`config.mk`:
```
export PLATFORM = sky130hd
export DESIGN_NAME = quick_cpu_core
export DESIGN_NICKNAME = d
export VERILOG_FILES = /design/src/rtl/quick_cpu_core.sv
export SDC_FILE = /design/constraint.sdc
export NUM_CORES = 1
export LEC_CHECK = 0
export ABC_AREA = 1
export ABC_CLOCK_PERIOD_IN_PS = 7400
export CORE_ASPECT_RATIO = 0.8
export CORE_UTILIZATION = 60
export DETAILED_ROUTE_END_ITERATION = 10
export PLACE_DENSITY = 0.9
export REMOVE_ABC_BUFFERS = 1
export SLEW_MARGIN = 15
export SYNTH_ARGS = -nofsm -noshare
export SYNTH_HDL_FRONTEND = slang
export SYNTH_SLANG_ARGS = --single-unit
```
`constraint.sdc`:
```
create_clock -name clk -period 7.4 [get_ports clk]
set_input_delay 2.22 -clock clk [delete_from_list [all_inputs] [get_ports clk]]
set_output_delay 2.22 -clock clk [all_outputs]
set_load 0.02 [all_outputs]
```
`src/rtl/quick_cpu_core.sv`:
```
`default_nettype none
// +--------------------------------------------------------------------------+
// | Module      : quick_cpu_core                                             |
// | Description : Multi-cycle fetch/execute core with four general           |
// |               registers, Z/C flags, immediates, jumps and halt.          |
// |               Program and data share one ready/valid memory bus.         |
// | Revision    : 1.0 - initial release                                      |
// +--------------------------------------------------------------------------+
// | Ports                                                                    |
// |   clk          in   rising-edge clock                                    |
// |   rst_n        in   asynchronous active-low reset                        |
// |   i_run        in   low = pause at the next instruction boundary         |
// |   o_mem_req    out  memory request valid (registered)                    |
// |   o_mem_we     out  1 = write, 0 = read                                  |
// |   o_mem_addr   out  request address                                      |
// |   o_mem_wdata  out  store data                                           |
// |   i_mem_ready  in   memory accepts/completes the request this cycle      |
// |   i_mem_rdata  in   read data, valid with i_mem_ready on a read          |
// |   o_halted     out  HLT has executed                                     |
// |   i_dbg_sel    in   debug register select                                |
// |   o_dbg_reg    out  combinational value of register i_dbg_sel            |
// |   o_dbg_pc     out  current program counter                              |
// +--------------------------------------------------------------------------+
module quick_cpu_core #(
  parameter int DATA_W = 8,   // register/data width, at least 8
  parameter int ADDR_W = 8    // address and PC width
) (
  input  logic              clk,
  input  logic              rst_n,
  input  logic              i_run,
  output logic              o_mem_req,
  output logic              o_mem_we,
  output logic [ADDR_W-1:0] o_mem_addr,
  output logic [DATA_W-1:0] o_mem_wdata,
  input  logic              i_mem_ready,
  input  logic [DATA_W-1:0] i_mem_rdata,
  output logic              o_halted,
  input  logic [1:0]        i_dbg_sel,
  output logic [DATA_W-1:0] o_dbg_reg,
  output logic [ADDR_W-1:0] o_dbg_pc
);

  localparam logic [3:0] c_OP_LD  = 4'h1;
  localparam logic [3:0] c_OP_ST  = 4'h2;
  localparam logic [3:0] c_OP_MOV = 4'h3;
  localparam logic [3:0] c_OP_ADD = 4'h4;
  localparam logic [3:0] c_OP_SUB = 4'h5;
  localparam logic [3:0] c_OP_AND = 4'h6;
  localparam logic [3:0] c_OP_OR  = 4'h7;
  localparam logic [3:0] c_OP_XOR = 4'h8;
  localparam logic [3:0] c_OP_LDI = 4'h9;
  localparam logic [3:0] c_OP_JMP = 4'hA;
  localparam logic [3:0] c_OP_JZ  = 4'hB;
  localparam logic [3:0] c_OP_INC = 4'hC;
  localparam logic [3:0] c_OP_HLT = 4'hF;

  typedef enum logic [2:0] {
    S_IDLE  = 3'd0,
    S_FETCH = 3'd1,
    S_EXEC  = 3'd2,
    S_MEM   = 3'd3,
    S_HALT  = 3'd4
  } state_t;

  state_t              r_state;
  logic [DATA_W-1:0]   r_regs [4];
  logic [ADDR_W-1:0]   r_pc;
  logic [7:0]          r_instr;
  logic                r_z;
  logic                r_c;
  logic                r_mem_req;
  logic                r_mem_we;
  logic [ADDR_W-1:0]   r_mem_addr;
  logic [DATA_W-1:0]   r_mem_wdata;
  logic                r_halted;

  logic [3:0]          w_op;
  logic [1:0]          w_rd;
  logic [1:0]          w_rs;
  logic [DATA_W-1:0]   w_rd_val;
  logic [DATA_W-1:0]   w_rs_val;
  logic [ADDR_W-1:0]   w_rs_addr;
  logic [ADDR_W-1:0]   w_pc_inc;
  logic [DATA_W:0]     w_alu;     // MSB carries carry-out / borrow

  assign w_op     = r_instr[7:4];
  assign w_rd     = r_instr[3:2];
  assign w_rs     = r_instr[1:0];
  assign w_rd_val = r_regs[w_rd];
  assign w_rs_val = r_regs[w_rs];
  assign w_pc_inc = r_pc + ADDR_W'(1);

  // A register used as an address is cut down or zero-extended to ADDR_W.
  generate
    if (DATA_W >= ADDR_W) begin : g_addr_trunc
      assign w_rs_addr = w_rs_val[ADDR_W-1:0];
    end else begin : g_addr_zext
      assign w_rs_addr = {{(ADDR_W-DATA_W){1'b0}}, w_rs_val};
    end
  endgenerate

  // Zero-extending both operands by one bit makes the MSB of a subtract
  // the borrow (set exactly when rd < rs).
  always_comb begin
    w_alu = '0;
    case (w_op)
      c_OP_ADD: w_alu = {1'b0, w_rd_val} + {1'b0, w_rs_val};
      c_OP_SUB: w_alu = {1'b0, w_rd_val} - {1'b0, w_rs_val};
      c_OP_AND: w_alu = {1'b0, w_rd_val & w_rs_val};
      c_OP_OR:  w_alu = {1'b0, w_rd_val | w_rs_val};
      c_OP_XOR: w_alu = {1'b0, w_rd_val ^ w_rs_val};
      c_OP_INC: w_alu = {1'b0, w_rd_val} + {{DATA_W{1'b0}}, 1'b1};
      default:  w_alu = '0;
    endcase
  end

  // Bus outputs are registered and only change on the accepting edge, so the
  // request stays stable across wait states.  Leaving IDLE raises the fetch
  // request on the same edge; after a retirement FETCH spends one cycle
  // raising it, so a plain instruction costs request, accept and execute.
  always_ff @(posedge clk or negedge rst_n) begin
    if (!rst_n) begin
      r_state     <= S_IDLE;
      r_pc        <= '0;
      r_instr     <= '0;
      r_z         <= 1'b0;
      r_c         <= 1'b0;
      r_mem_req   <= 1'b0;
      r_mem_we    <= 1'b0;
      r_mem_addr  <= '0;
      r_mem_wdata <= '0;
      r_halted    <= 1'b0;
      for (int i = 0; i < 4; i++) r_regs[i] <= '0;
    end else begin
      case (r_state)
        S_IDLE: begin
          if (i_run) begin
            r_state    <= S_FETCH;
            r_mem_req  <= 1'b1;
            r_mem_we   <= 1'b0;
            r_mem_addr <= r_pc;
          end
        end
        S_FETCH: begin
          if (!r_mem_req) begin
            r_mem_req  <= 1'b1;
            r_mem_we   <= 1'b0;
            r_mem_addr <= r_pc;
          end else if (i_mem_ready) begin
            r_instr   <= i_mem_rdata[7:0];
            r_pc      <= w_pc_inc;
            r_mem_req <= 1'b0;
            r_state   <= S_EXEC;
          end
        end
        S_EXEC: begin
          r_state <= i_run ? S_FETCH : S_IDLE;
          case (w_op)
            c_OP_ADD, c_OP_SUB, c_OP_AND, c_OP_OR, c_OP_XOR, c_OP_INC: begin
              r_regs[w_rd] <= w_alu[DATA_W-1:0];
              r_c          <= w_alu[DATA_W];
              r_z          <= (w_alu[DATA_W-1:0] == '0);
            end
            c_OP_MOV: r_regs[w_rd] <= w_rs_val;
            c_OP_JMP: r_pc <= w_rs_addr;
            c_OP_JZ: begin
              if (r_z) r_pc <= w_rs_addr;
            end
            c_OP_LD: begin
              r_mem_req  <= 1'b1;
              r_mem_we   <= 1'b0;
              r_mem_addr <= w_rs_addr;
              r_state    <= S_MEM;
            end
            c_OP_ST: begin
              r_mem_req   <= 1'b1;
              r_mem_we    <= 1'b1;
              r_mem_addr  <= w_rs_addr;
              r_mem_wdata <= w_rd_val;
              r_state     <= S_MEM;
            end
            c_OP_LDI: begin
              r_mem_req  <= 1'b1;
              r_mem_we   <= 1'b0;
              r_mem_addr <= r_pc;
              r_state    <= S_MEM;
            end
            c_OP_HLT: begin
              r_halted <= 1'b1;
              r_state  <= S_HALT;
            end
            default: ;  // NOP and the unused opcodes D, E
          endcase
        end
        S_MEM: begin
          if (i_mem_ready) begin
            r_mem_req <= 1'b0;
            r_mem_we  <= 1'b0;
            if (w_op != c_OP_ST) r_regs[w_rd] <= i_mem_rdata;
            if (w_op == c_OP_LDI) r_pc <= w_pc_inc;
            r_state <= i_run ? S_FETCH : S_IDLE;
          end
        end
        S_HALT: begin
          r_mem_req <= 1'b0;
          r_halted  <= 1'b1;
        end
        default: r_state <= S_IDLE;
      endcase
    end
  end

  assign o_mem_req   = r_mem_req;
  assign o_mem_we    = r_mem_we;
  assign o_mem_addr  = r_mem_addr;
  assign o_mem_wdata = r_mem_wdata;
  assign o_halted    = r_halted;
  assign o_dbg_reg   = r_regs[i_dbg_sel];
  assign o_dbg_pc    = r_pc;

endmodule
`default_nettype wire

```
== Word level (Yosys, flattened, before mapping) ==
Index checks and enable logic that the tools add are counted.

* Register bits: 71
* Input bits: 14
* Output and inout bits: 35

* Add/sub/neg operators: 4
* Order comparisons: 4
* Equal/unequal tests: 32
* Mux-type cells: 49
* Bitwise gates (word level): 7
* Reductions and logical operators: 23

{| class="wikitable"
|+ Operators by type and width
! operator !! number
|-
| $pmux W32 S2 || 2
|-
| $mux W8 || 14
|-
| $bwmux W32 || 3
|-
| $mux W32 || 2
|-
| $bmux W8 S2 || 3
|-
| $pmux W8 S3 || 2
|-
| $pmux W8 S6 || 1
|-
| $pmux W8 S2 || 2
|-
| $eq A4 B4 Y1 const B || 6
|-
| $add A8 B1 Y8 const B || 2
|-
| $demux W8 S2 || 1
|-
| $eq A4 B3 Y1 const B || 4
|-
| $ne A2 B2 Y1 const B || 8
|-
| $pmux W3 S5 || 1
|-
| $mux W3 || 4
|-
| $reduce_and A4 Y1 || 3
|-
| $reduce_and A5 Y1 || 2
|-
| $ge A3 B3 Y1 const B || 3
|-
| $mux W1 || 9
|-
| $not A2 Y3 || 3
|-
| $add A8 B8 Y8 || 1
|-
| $and A8 B8 Y8 || 1
|-
| $eq A4 B2 Y1 const B || 2
|-
| $logic_not A8 Y1 || 1
|-
| 30 further kinds || 39
|}

== Logic depth before layout (Yosys ltp) ==
Gate-level depths: netlist of the first run.

* Word-level depth: 9
* Gate-level depth with buffers: 26

== Worst setup path before layout of the first run ==
Ideal clock, no wire load.

* Path kind: in2out
* Start point: input i_dbg_sel[1]
* End point: output o_dbg_reg[2]
* Data arrival time: 3102 ps
* Data required time: 5180 ps
* Path slack: 2078 ps
* Cell stages on the path: 4
* Buffers on the path: 1
* Cell sequence: inv_1 -> clkbuf_1 -> o21ai_0 -> o21ai_0

* Cells in the longest elaborated chain, start to end: 4

{| class="wikitable"
|+ Ends and longest elaborated chain
! element !! RTL line !! RTL
|-
| start, declared || 38 || <nowiki>input logic [1:0] i_dbg_sel,</nowiki>
|-
| $not A2 Y3 (implied by the code) || 218 || <nowiki>assign o_dbg_reg = r_regs[i_dbg_sel];</nowiki>
|-
| $bmux W8 S2 || 218 ||
|-
| $mux W8 (implied by the code) (2 in series) || 218 ||
|-
| end, declared || 39 || <nowiki>output logic [DATA_W-1:0] o_dbg_reg,</nowiki>
|}

No other way between the ends. The select of a mux whose other input is x is not followed.

== Worst setup path after layout of the first run ==
* Start point: input i_dbg_sel[0]
* End point: output o_dbg_reg[5]

Same word-level chain as after synthesis.

==> results.ini, run 1 <==
[critical_path]
reg2regPathDepth = 22
cp-end-kind = output pin
cp-start-kind = input pin
r2r-end = r_regs[6]
crit_fanout = 20
arrival_ns = 4.10
worstPathRequired_ns = 5.18
worstSetupPathType = input pin to output pin
rr_startpoint = r_instr[0]
r2r_setup_slack_ns = 3.24

[clocking]
hold_buffers = 0
path_clk_slew_ns = 0.07
cts-htree-levels = 3
clockBufferDepth = 2
cts_tree = yes
post_cts_buffers = 0
worstSkewPairLatency_ns = 0.37
ctsRootBufferMaster = clkbuf_8
numCtsBuffers = 9
clock-sinks = 71
cts_resized = 0

[synthesis]
synth.avg_cell_area_sq_um = 7.25
synthMostInstantiatedCell = nand2_1
yosys.area.top_type = dfrtp_1
synth-edff-count = 0
synth.area.top_cells = dfrtp_1, nand2_1, nor2_1
ys_seq_area_frac = 0.344
ys_ff_latch = 71
yosysTopAreaCellShare = 0.344
async_reset_ff_frac = 1.00
synth_ff_type = dfrtp_1
netlist_instances = 711
ys_warn_count = 0
synth.distinct_cells = 53
synth_common_cells = nand2_1, nor2_1, inv_1, dfrtp_1, o21ai_0
synthesis.area_sq_mm = 0.00516

[layout]
area_growth_syn_to_layout_pct = 13.9
final_util = 0.723
n_antenna_cell = 0
nets = 791
layout-drive-gt1-share = 0.0911

[pwr]
ir_worst_vdd_mv = 0.306
power_leakage_uw = 0.00280
finalPower_uw = 3290
power_density_mw_per_mm2 = 561

[sta]
period_minus_slack_ns = 6.32
report.final.setup_viol = 0
worst_slack_ns = 1.08
fmax_ghz = 0.158
rsz0062_at_grt = no
fin_skew_ns = 0.00844
fin_tns_setup_ns = 0
min_period_over_period = 0.855
final_max_slew_viol_count = 0
slew_headroom = 0.413
hold_viol_final = 0
worst_slew_pin_slew_ns = 0.880
holdWs_ns = 0.479

[run]
maxCapViolations = 0

[grt]
grt_usage = 0.356
grt_first_pass_wirelength_mm = 24.6
grt_overflow = 0
grt_max_degree = 72
grt_pass1_vias = 4973
antenna_found_initial = 0

[min_path]
holdCritPathClass = flop to flop
hold-path-cell-count = 1
hp-start = o_halted
whs_endpoint = o_halted

[placement]
io_buffers = 48
globalplace.congestion = 0.948
post-place-ws_ns = 1.09
hpwlAfterDp_mm = 11.4

[route]
wl_mm = 15.0
wl_per_cell_um = 17.4
drc_errors = 0
vias = 5272
drt_iter0_markers = 589
drt-pass1-iter-count = 8
viasPerCell = 6.09
ant_nets = 0

[die]
rows = 29
core_sq_mm = 0.00813
die_area_sq_mm = 0.00897
die_w_um = 106
ioPinCount = 49
die_h_um = 84.9
initial_core_util = 0.635

[run_status]
status = finished, final reports clean

## flip-flops by register name, summed over array words and instances (netlist names)
| name | cells |
|---|---|
| o_dbg_pc | 8 |
| o_halted | 1 |
| o_mem_addr | 8 |
| o_mem_req | 1 |
| o_mem_wdata | 8 |
| o_mem_we | 1 |
| r_instr | 8 |
| r_regs | 32 |
| r_state | 3 |
| r_z | 1 |
## layout by cell type (no fill, tap or decap), types with 5 or more instances in the layout
cell type	synthesis	final
nand2_2	9	9
o22ai_1	11	11
nor2_1	88	88
a221oi_1	5	5
or2_2	6	6
a21oi_1	43	43
a22oi_1	15	15
o21ai_1	5	5
inv_1	78	78
clkdlybuf4s50_1	0	47
ha_1	24	24
nor3_1	11	11
nor2_4	7	7
nand3_1	35	35
dfrtp_1	71	71
a2bb2oi_1	10	10
a31oi_1	8	8
inv_2	10	10
nand2_1	141	141
o21ai_0	62	62
clkbuf_8	0	11
o21a_1	5	5
## layout make-up
class,instances,area (sq um)
multi-input cells,528,2890
flip-flops and latches,71,1780
fillers,640,2250
inverters,92,350
clock inverters,5,80.1
repair buffers,50,490
well taps,108,135
clock buffers,11,151
## logic make-up (layout without fill, tap and decap cells)
family,Yosys count,in the layout,synth area share
AOI/OAI and AO/OA,189,189,0.226
DFF,71,71,0.344
and+or+nand+nor,308,308,0.262
xor gates and xnor gates,5,5,0.00849
buffers and inverters,112,158,0.0949
muxes,1,1,0.00218
adders and majority gates,25,25,0.0621
## critical path, stage by stage
cell             delay, ns
clkdlybuf4s50_1       0.47
inv_1                 0.25
o21ai_0               0.28
a21oi_1               0.07
a21oi_1               0.18
clkdlybuf4s50_1       0.63
## stage by stage
step / cell area, sq um / std cells
2_1_floorplan: 5020 / 691
3_3_place_gp: 5640 / 849
3_5_place_dp: 5640 / 849
4_1_cts: 5880 / 865
5_1_grt: 5880 / 865
6_report: 5880 / 865
## per-layer routing
| metal | wire length, um | GRT usage |
|---|---|---|
| met5 | 0 | 0 |
| met4 | 355 | 0.107 |
| met3 | 1850 | 0.105 |
| met2 | 6410 | 0.536 |
| met1 | 6430 | 0.499 |
## worst max path at each step
stage                 start      endpoint  cells past startpoint
2_1_floorplan  i_dbg_sel[0]  o_dbg_reg[2]                      3
3_3_place_gp   i_dbg_sel[0]  o_dbg_reg[5]                      6
3_5_place_dp   i_dbg_sel[0]  o_dbg_reg[5]                      6
4_1_cts        i_dbg_sel[0]  o_dbg_reg[5]                      6
5_1_grt        i_dbg_sel[0]  o_dbg_reg[5]                      6
6_report       i_dbg_sel[0]  o_dbg_reg[5]                      6
## where the power goes
part / switching, uW / internal, uW
registers: 208 / 568
clock network: 155 / 207
logic: 1400 / 759
No activity file was read; power rests on OpenSTA's default activity.
==> run 2: changes to the inputs <==
Settings changed: CORE_MARGIN set to 2.
==> run 2 against run 1 <==
- sequential power hardly changed
- wire length is 2.4% higher
- hold slack better by 0.00079 ns
- critical endpoint is now o_dbg_reg[3]
- largest power group unchanged
==> results.ini, run 2 (synthesis results as in run 1) <==
[sta]
worst_slew_pin_slew_ns = 0.917  ; +0.0368 ns
fin_skew_ns = 0.00896  ; +0.000522 ns
fin_tns_setup_ns = 0  ; unchanged
holdWs_ns = 0.480  ; +0.000794 ns
min_period_over_period = 0.856  ; +0.00143
hold_viol_final = 0  ; unchanged
slew_headroom = 0.389  ; -0.0245
fmax_ghz = 0.158  ; -0.17%
report.final.setup_viol = 0  ; unchanged
rsz0062_at_grt = no
final_max_slew_viol_count = 0  ; unchanged
period_minus_slack_ns = 6.33  ; +0.0106 ns

[route]
drt_iter0_markers = 643  ; +9.2%
viasPerCell = 6.25  ; +2.5%
drc_errors = 0  ; unchanged
drt-pass1-iter-count = 6  ; -2
vias = 5423  ; +2.9%
wl_per_cell_um = 17.8  ; +2.1%
ant_nets = 0  ; unchanged
wl_mm = 15.4  ; +2.4%

[die]
initial_core_util = 0.613  ; -0.0212
die_w_um = 108  ; +1.9%
ioPinCount = 49  ; unchanged
rows = 30  ; +3.4%
die_area_sq_mm = 0.00936  ; +4.3%
core_sq_mm = 0.00841  ; +3.4%
die_h_um = 86.9  ; +2.4%

[run_status]
status = finished, final reports clean

[layout]
multiInputGateArea_sq_mm = 0.00289  ; unchanged
final_cell_mix = nand2_1, nor2_1, inv_1
max_flop_register = r_regs
nets = 791  ; unchanged
nFillCells = 703  ; +9.8%
layout-drive-gt1-share = 0.0847  ; -0.00649
area_growth_syn_to_layout_pct = 12.6
n_antenna_cell = 0  ; unchanged
largest_reg_flops = 32  ; unchanged
seqCellArea_sq_mm = 0.00178  ; unchanged
final_common_cell = nand2_1

[min_path]
holdCritPathClass = flop to flop

[clocking]
path_clk_slew_ns = 0.07  ; about the same
cts_tree = yes
post_cts_buffers = 0  ; unchanged
worstSkewPairLatency_ns = 0.35  ; -0.02 ns
cts_resized = 0  ; unchanged
numCtsBuffers = 9  ; unchanged
hold_buffers = 0  ; unchanged
clockBufferDepth = 2  ; unchanged
cts-htree-levels = 3  ; unchanged
ctsRootBufferMaster = clkbuf_8
clock-sinks = 71  ; unchanged

[grt]
grt_pass1_vias = 5286  ; +6.3%
grt_first_pass_wirelength_mm = 25.4  ; +3.0%
grt_usage = 0.346  ; -0.0106
grt_overflow = 0  ; unchanged
grt_max_degree = 72  ; unchanged
antenna_found_initial = 0  ; unchanged

[critical_path]
cp-end-kind = output pin
path_cells = clkdlybuf4s50_1, inv_1, o21ai_0, a21oi_1, a21oi_1, clkdlybuf4s50_1
worstPathRequired_ns = 5.18  ; about the same
max_stage_delay_ns = 0.64  ; about the same
crit_fanout = 20  ; unchanged
cp-start-kind = input pin
arrival_ns = 4.11  ; about the same
worstSetupPathType = input pin to output pin
cp_slowest_cell = clkdlybuf4s50_1

[pwr]
power_leakage_uw = 0.00277  ; -1.1%
power_density_mw_per_mm2 = 557  ; -0.72%
ir_worst_vdd_mv = 0.277  ; -9.8%

[placement]
hpwlAfterDp_mm = 11.4  ; about the same
io_buffers = 48  ; unchanged
globalplace.congestion = 1.08  ; +14%

[run]
maxCapViolations = 0  ; unchanged

run 2: cell types whose count changed in the layout (fill, tap and decap cells not counted):
cell,before,now
bufinv_16,2,0
clkbuf_1,0,4
clkbuf_8,11,10
clkinvlp_4,2,0
run 2: worst paths after layout:
check / startpoint / end / slack (ns) / cells after the start
setup / recovery: i_dbg_sel[0] / o_dbg_reg[3] / 1.07 / 6
hold / removal: o_halted / o_halted / 0.48 / 1
min in group asynchronous: rst_n / r_regs[2] / 2.05 / 2
hold reg to reg: o_halted / o_halted / 0.48 / 1
max in group asynchronous: rst_n / r_regs[9] / 4.71 / 2
setup reg to reg: r_instr[0] / r_regs[6] / 3.10 / 18
run 2: layer usage:
layer,routed length (um),global-route usage,share of wire,vias to the layer above
li1,-,-,-,2468
met1,6230,0.474,0.40,2498
met2,6790,0.540,0.44,386
met3,1850,0.0696,0.12,71
met4,529,0.140,0.034,0
met5,0,0,0,-
run 2: critical path, delay by kind of cell:
| family | cells | cell delay (ns) |
|---|---|---|
| buf+inv | 3 | 1.35 |
| compound gates | 3 | 0.54 |
run 2: power by group:
| group | switching [uW] | internal [uW] |
|---|---|---|
| logic | 1420 | 762 |
| clock network | 142 | 129 |
| registers | 209 | 568 |
run 2: cell type report:
type	count	share of cell area
well taps	112	0.0241
flip-flops and latches	71	0.306
clock inverters	1	0.000862
inverters	92	0.0603
multi-input cells	528	0.498
repair buffers	50	0.0845
clock buffers	14	0.0263
run 2: stage by stage:
step / cells / total power, uW / instance area [sq um] / utilization / worst slack (ns)
final: 868 / 3230 / 5810 / 0.691 / 1.07
after detailed placement: 853 / 2880 / 5650 / 0.672 / 1.13
after global placement: 853 / 2780 / 5650 / 0.672 / 1.25
after global routing: 868 / 3500 / 5810 / 0.691 / 0.929
after floorplan: 691 / 2210 / 5020 / - / 2.09
after CTS: 868 / 3160 / 5810 / 0.691 / 1.13
==> run 3: changes to the inputs <==
Settings changed: TNS_END_PERCENT set to 10.
==> results of run 3 <==
No change in the layout: final DEF, timing and power equal those of run 2.
